<file path="config.mk">
export PLATFORM = sky130hd
export DESIGN_NAME = hazard_ctrl
export DESIGN_NICKNAME = d
export VERILOG_FILES = /design/src/rtl/hazard_ctrl.sv
export SDC_FILE = /design/constraint.sdc
export NUM_CORES = 1
export LEC_CHECK = 0
export CAP_MARGIN = 15
export CORE_UTILIZATION = 51
export CTS_CLUSTER_DIAMETER = 30
export DETAILED_ROUTE_END_ITERATION = 12
export GPL_ROUTABILITY_DRIVEN = 1
export GPL_TIMING_DRIVEN = 0
export PLACE_DENSITY = 0.78
export SYNTH_ARGS = -nofsm -noshare
export SYNTH_HDL_FRONTEND = slang
export SYNTH_SLANG_ARGS = --single-unit
</file>
<file path="constraint.sdc">
create_clock -name clk -period 3.2 [get_ports clk]
set_clock_uncertainty 0.15 [all_clocks]
set_input_delay 0.64 -clock clk [delete_from_list [all_inputs] [get_ports clk]]
set_output_delay 0.64 -clock clk [all_outputs]
set_load 0.02 [all_outputs]
</file>
<file path="src/rtl/hazard_ctrl.sv">
// hazard_ctrl: D-stage hazard controller for the pipelined MIPS core.
// Tracks in-flight register writers across NSTAGE post-D slots (slot 0 = E).
// From these it produces the D stall, the D-stage forward selects and the
// mult/div busy interlock.
module hazard_ctrl #(
  parameter int NSTAGE   = 3,
  parameter int MULT_CYC = 5,
  parameter int DIV_CYC  = 10,
  parameter int TW       = 2
) (
  input  logic                          clk,
  input  logic                          reset,
  input  logic                          d_valid,
  input  logic [4:0]                    d_rs,
  input  logic [4:0]                    d_rt,
  input  logic [TW-1:0]                 d_tuse_rs,
  input  logic [TW-1:0]                 d_tuse_rt,
  input  logic [4:0]                    d_a3,
  input  logic [TW-1:0]                 d_tnew,
  input  logic                          d_md,
  input  logic                          d_is_div,
  input  logic                          d_hilo,
  output logic                          stall,
  output logic [$clog2(NSTAGE+1)-1:0]   fwd_rs_sel,
  output logic [$clog2(NSTAGE+1)-1:0]   fwd_rt_sel,
  output logic                          md_busy,
  output logic                          md_start_e
);

  localparam int SW = $clog2(NSTAGE+1);
  localparam int CW = $clog2(DIV_CYC+1);
  localparam logic [TW-1:0] TU_NONE = {TW{1'b1}};

  logic [4:0]    r_a3   [NSTAGE];
  logic [TW-1:0] r_tnew [NSTAGE];
  logic [CW-1:0] r_cnt;
  logic          r_md_start;

  logic          w_stall_data;
  logic          w_stall_md;
  logic          w_stall;
  logic          w_issue;
  logic [SW-1:0] w_sel_rs;
  logic [SW-1:0] w_sel_rt;

  // Match each source against every slot. The loop runs from the oldest
  // slot down to slot 0, so the nearest writer's select is the one that
  // survives.
  always_comb begin
    w_stall_data = 1'b0;
    w_sel_rs     = '0;
    w_sel_rt     = '0;
    for (int k = NSTAGE-1; k >= 0; k--) begin
      if (r_a3[k] == d_rs && d_rs != 5'd0 && d_tuse_rs != TU_NONE) begin
        if (r_tnew[k] > d_tuse_rs) w_stall_data = 1'b1;
        w_sel_rs = (r_tnew[k] == '0) ? SW'(k+1) : '0;
      end
      if (r_a3[k] == d_rt && d_rt != 5'd0 && d_tuse_rt != TU_NONE) begin
        if (r_tnew[k] > d_tuse_rt) w_stall_data = 1'b1;
        w_sel_rt = (r_tnew[k] == '0) ? SW'(k+1) : '0;
      end
    end
  end

  assign w_stall_md = d_valid && d_hilo && (r_cnt != '0);
  assign w_stall    = w_stall_data | w_stall_md;
  assign w_issue    = d_valid && !w_stall;

  // Advance the writer pipeline every cycle. A stalled or empty D inserts a
  // bubble into E.
  always_ff @(posedge clk or posedge reset) begin
    if (reset) begin
      for (int i = 0; i < NSTAGE; i++) begin
        r_a3[i]   <= 5'd0;
        r_tnew[i] <= '0;
      end
    end else begin
      for (int i = 1; i < NSTAGE; i++) begin
        r_a3[i]   <= r_a3[i-1];
        r_tnew[i] <= (r_tnew[i-1] != '0) ? r_tnew[i-1] - TW'(1) : '0;
      end
      r_a3[0]   <= w_issue ? d_a3   : 5'd0;
      r_tnew[0] <= w_issue ? d_tnew : '0;
    end
  end

  // Mult/div occupancy counter. It loads when an md instruction actually
  // leaves D; a stall from any cause therefore blocks the load.
  always_ff @(posedge clk or posedge reset) begin
    if (reset) begin
      r_cnt      <= '0;
      r_md_start <= 1'b0;
    end else begin
      r_md_start <= w_issue && d_md;
      if (w_issue && d_md)
        r_cnt <= d_is_div ? CW'(DIV_CYC) : CW'(MULT_CYC);
      else if (r_cnt != '0)
        r_cnt <= r_cnt - CW'(1);
    end
  end

  assign stall      = w_stall;
  assign fwd_rs_sel = w_sel_rs;
  assign fwd_rt_sel = w_sel_rt;
  assign md_busy    = (r_cnt != '0);
  assign md_start_e = r_md_start;

endmodule
</file>
* Yosys cells after proc, flatten, opt, wreduce, memory -nomap -nowiden *
Index checks and enable logic that the tools add are counted.

word-level totals
  memory bits (writable) = 0
  bits of input ports = 27
  bits in registers = 26
  memory bits (read-only) = 0
  latch bits = 0
  memories = 0

cells by class
  equal/unequal tests = 8
  multiply operators = 0
  shift operators = 0
  bitwise operators = 1
  divide/modulo/power cells = 0
  mux-type cells = 28
  add/sub/neg operators = 3
  magnitude comparators = 6
  reduce and logical (&&, ||, !) cells = 26

operators with widths
  cell                                                                number
  5-bit == test                                                       6
  2-bit 2-to-1 mux                                                    11
  1-bit logical AND                                                   16
  1-bit 2-to-1 mux                                                    13
  2-bit > comparator                                                  6
  4-bit 2-to-1 mux                                                    3
  5-bit nonzero test                                                  2
  2-bit logical NOT                                                   3
  2-bit nonzero test                                                  3
  5-bit 2-to-1 mux                                                    1
  2-bit != test, second input constant                                2
  4-bit nonzero test                                                  1
  2-bit by 1-bit subtractor with 2-bit output, second input constant  2
  4-bit by 1-bit subtractor with 4-bit output, second input constant  1
  1-bit logical NOT                                                   1
  1-bit OR                                                            1

* Logic depth before layout (Yosys ltp) *
  depth after elaboration = 19
  depth in mapped cells = 8
  mapped depth without buffers = 8

* Least setup slack after synthesis *
Ideal clock, no wire load.

  kind = input to output
  from = in d_rs[2]
  to = out stall
  stages = 6
  path slack = 0.091 ns
  buffers on the path = 0
  required time = 2.410 ns
  arrival time = 2.319 ns
  path through = or4_4 > o21ai_4 > nor4_2 > a2111oi_4 > nor4b_4 > inv_1

on the way
  longest elaborated chain between the ends = 15
  elaborated cells between the ends (all ways) = 22
  those cells by class = eq/ne (3); mux (11); bitwise (1); reduce/logical (7)

ends and longest elaborated chain
  element                                              RTL line  source
  start: declaration                                   14        input logic [4:0] d_rs,
  5-bit == test or 5-bit nonzero test (tied branches)  54        if (r_a3[k] == d_rs && d_rs != 5'd0 && d_tuse_rs != TU_NONE) begin
  1-bit logical AND (2 in series)                      54
  1-bit 2-to-1 mux                                     54
  1-bit 2-to-1 mux                                     59        if (r_tnew[k] > d_tuse_rt) w_stall_data = 1'b1;
  1-bit 2-to-1 mux                                     58        if (r_a3[k] == d_rt && d_rt != 5'd0 && d_tuse_rt != TU_NONE) begin
  1-bit 2-to-1 mux                                     55        if (r_tnew[k] > d_tuse_rs) w_stall_data = 1'b1;
  1-bit 2-to-1 mux                                     54
  1-bit 2-to-1 mux                                     59
  1-bit 2-to-1 mux                                     58
  1-bit 2-to-1 mux                                     55
  1-bit 2-to-1 mux *                                   54
  1-bit 2-to-1 mux                                     59
  1-bit 2-to-1 mux *                                   58
  1-bit OR *                                           66        assign w_stall = w_stall_data | w_stall_md;
  end: declaration                                     23        output logic stall,

Every way passes the cells marked *; elsewhere a longest branch is shown, timed or not.

* Worst setup path in the final report *
  from = in d_rs[4]
  to = out stall

The elaborated chain is that of the path after synthesis.

==> metrics <==
core area 3100 um^2; Final Cycle Share 1.00; CP startpoint d_rs[4]; Synth Area in XOR/XNOR 0.166; Async SR Flop Fraction 1.00; DRC Markers 0; top post-synthesis cells by area dfrtp_1, xnor2_1, ha_1; post-route setup slack -7.93 ps; Adder-Cell Fraction of Synth Area 0.104; top layer in use met4; estimated wirelength of the detail-placed design 2870 um; hold path endpoint r_a3[1]; Synth Register Bits 26; Cells after Synth 169; Critical Path Max Stage Delay 540 ps; P&R area growth vs syn 32.2%; Die Width 59.5 um; Worst VDD drop 0.000476 V; row count 20; Final Setup Violations 1; outcome finished, violations left; Clock transition at path regs 130 ps; Hold Violations, Final 0; worst-path fanout max 4; worst hold margin 326 ps; post-synthesis compound-gate area fraction 0.0682; Die Height 59.5 um; WL/cell 14.8 um; Max Freq 312 MHz; DR pass1 iterations 4; failing checks negative setup slack; met2 WL post-DR 1890 um; WL met3 181 um; buffer depth of the longest clock path 2; CTS H-tree lvls 1; initial core utilization 0.544; WL final 3820 um; global route overflow 0; Pint 677 uW; Port Buffers 33; nets@finish 256; number of vias per cell 5.37; Post-Syn Area per Cell 9.98 um^2; simple-gate portion of the synthesized area 0.220; crit path capture type primary output; syn_nets 210; Clock Latency Late Sink 310 ps; switching part of the total 0.313; reg2reg path depth 7; Synth area leader dfrtp_1; sequential area share after synthesis 0.386; RR Startpoint r_tnew[1]; post-synthesis mux area share 0.0319; Yosys cell types 28; Final Max Slew Viols 0; largest family of logic cells by synthesized area simple AND/OR/NAND/NOR gates; TritonCTS Sinks 26; die footprint 3540 um^2; Netlist Area Pre-Place 1690 um^2; initial antenna violation count 0; Yosys top cell area share 0.386; Reg2Reg Setup Slack 620 ps; First DRT Iteration DRCs 66; Placer Congestion 0.811; clk root buf clkbuf_4; Leak 1.01 nW; Max-Cap Viols 0; Synth Flop Type dfrtp_1; Synthesis Warnings 0; worst path cell trace buf_8 -> or4_4 -> o21ai_4 -> buf_4 -> nor4_4 -> a2111oi_4 -> nor4b_4 -> inv_1 -> buf_6; dpl cells 246; Worst Tran Pin Value 935 ps; Reg power frac 0.427; number of diodes 0; Critical Path AT 2420 ps; Max-Slew Margin vs Limit 0.376; RSZ-0062 raised after global routing true; Hold Startpoint r_a3[6]; number of global-route vias before repair 1476; Comb pwr share 0.351; Setup CP Type input pin to primary output; FF-to-FF End r_cnt[3]; crit path max-delay cell type or4_4; Post-DRT Antenna Nets 0; EDFF count, synth 0; NetSw 309 uW; M1 WL 1690 um; Vias 1385; Min-Delay Path Class flip-flop to flip-flop; CTS tree yes; Clock power frac 0.222; Data required, critical path 2410 ps; io pins 34; largest net degree at the start of global routing 27; Finished Layout Cells 258; layout cells sized above 1 0.220; Overall Global Routing Usage 0.236; CP Launch Type input pin; first-pass GRT wire length 6290 um; CTS Hold Bufs 0; hold path depth 0; P per Cell Area 442 nW/um^2; post-layout min period 3210 ps; CTS buffer count 3
metal layers:
metal | vias up | GRT usage
met4 | 0 | 0.0631
met2 | 44 | 0.432
met3 | 8 | 0.0240
met1 | 662 | 0.293
met5 | - | 0
li1 | 671 | -
worst max-delay path: cells and delay by family:
kind,cells,cell delay (ps)
buf+inv,4,460
compound gates,2,440
simple gates,3,870
per-stage QoR:
stage / util / power (mW) / area, um^2 / setup WS [ps] / setup TNS, ps
5_1_grt: 0.719 / 1.04 / 2230 / -92.3 / -129
3_5_place_dp: 0.668 / 0.748 / 2070 / -1050 / -4690
2_1_floorplan: - / 0.635 / 1690 / 91.3 / 0
6_report: 0.719 / 0.986 / 2230 / -7.93 / -7.93
4_1_cts: 0.708 / 0.978 / 2200 / -60.6 / -60.6
3_3_place_gp: 0.668 / 0.727 / 2070 / -1020 / -4110
state kept, by name, indices dropped and copies added, names as in the netlist:
name,flops
md_start_e,1
r_tnew,6
r_a3,15
r_cnt,4
logic make-up (layout without fill, tap and decap cells):
kind of cell | after synthesis | after routing
compound gates | 15 | 15
flops | 26 | 26
mux | 5 | 5
xor+xnor | 32 | 32
simple gates | 66 | 66
buf+inv | 11 | 56
fa+ha+maj | 14 | 14
power groups by stage:
stage                     Clock (mW)  Sequential, mW  Combinational (mW)
after floorplan                    0           0.415               0.220
after global placement             0           0.424               0.303
after detailed placement           0           0.427               0.322
after CTS                      0.222           0.420               0.336
after global routing           0.237           0.426               0.381
final                          0.219           0.421               0.346
cell usage after synthesis (2+ instances only):
master   instances
mux2_1           2
xnor2_1         29
nand2_1         18
or3_1            2
nor2_1           6
and2_1           2
xor2_1           3
nor3_1           4
o21ai_0          6
and3_1           8
inv_1           11
a21oi_1          5
nor4_1           8
mux2i_1          2
dfrtp_1         26
ha_1            14
nor2b_1          7
nand3_1          6
worst max path at each step:
| stage | endpoint | slack [ps] |
|---|---|---|
| 6_report | stall | -8 |
| 5_1_grt | stall | -90 |
| 4_1_cts | stall | -60 |
| 3_5_place_dp | stall | -1050 |
| 3_3_place_gp | stall | -1020 |
| 2_1_floorplan | stall | 90 |
what timing repair did:
item	in CTS	in global routing
pin swaps	10	10
setup buffers	6	2
gates resized for setup	81	20
endpoints found under the setup margin	5	5
layout make-up:
class	count	area, um^2
Fill cell	243	873
Tap cell	44	55.1
Clock buffer	3	22.5
Clock inverter	1	30.0
Inverter	11	41.3
Timing Repair Buffer	41	357
Sequential cell	26	651
Multi-Input combinational cell	132	1070
cells in the final DEF, fill, tap and decap left out, drive strengths merged:
cell type       n
xnor2          29
dfrtp          26
buf            21
nand2          19
ha             14
clkdlybuf4s50  14
inv            11
nor4            9
and3            8
o21ai           8
nor2b           7
nor2            6
nand3           6
clkbuf          6
a21oi           5
nor3            4
xor2            3
mux2            3
or4             2
or3             2
and2            2
mux2i           2
dlygate4sd2     2
a2111oi         1
nor4b           1
a21o            1
bufinv          1
clkdlybuf4s15   1
Power figures use the tool's default switching activity.
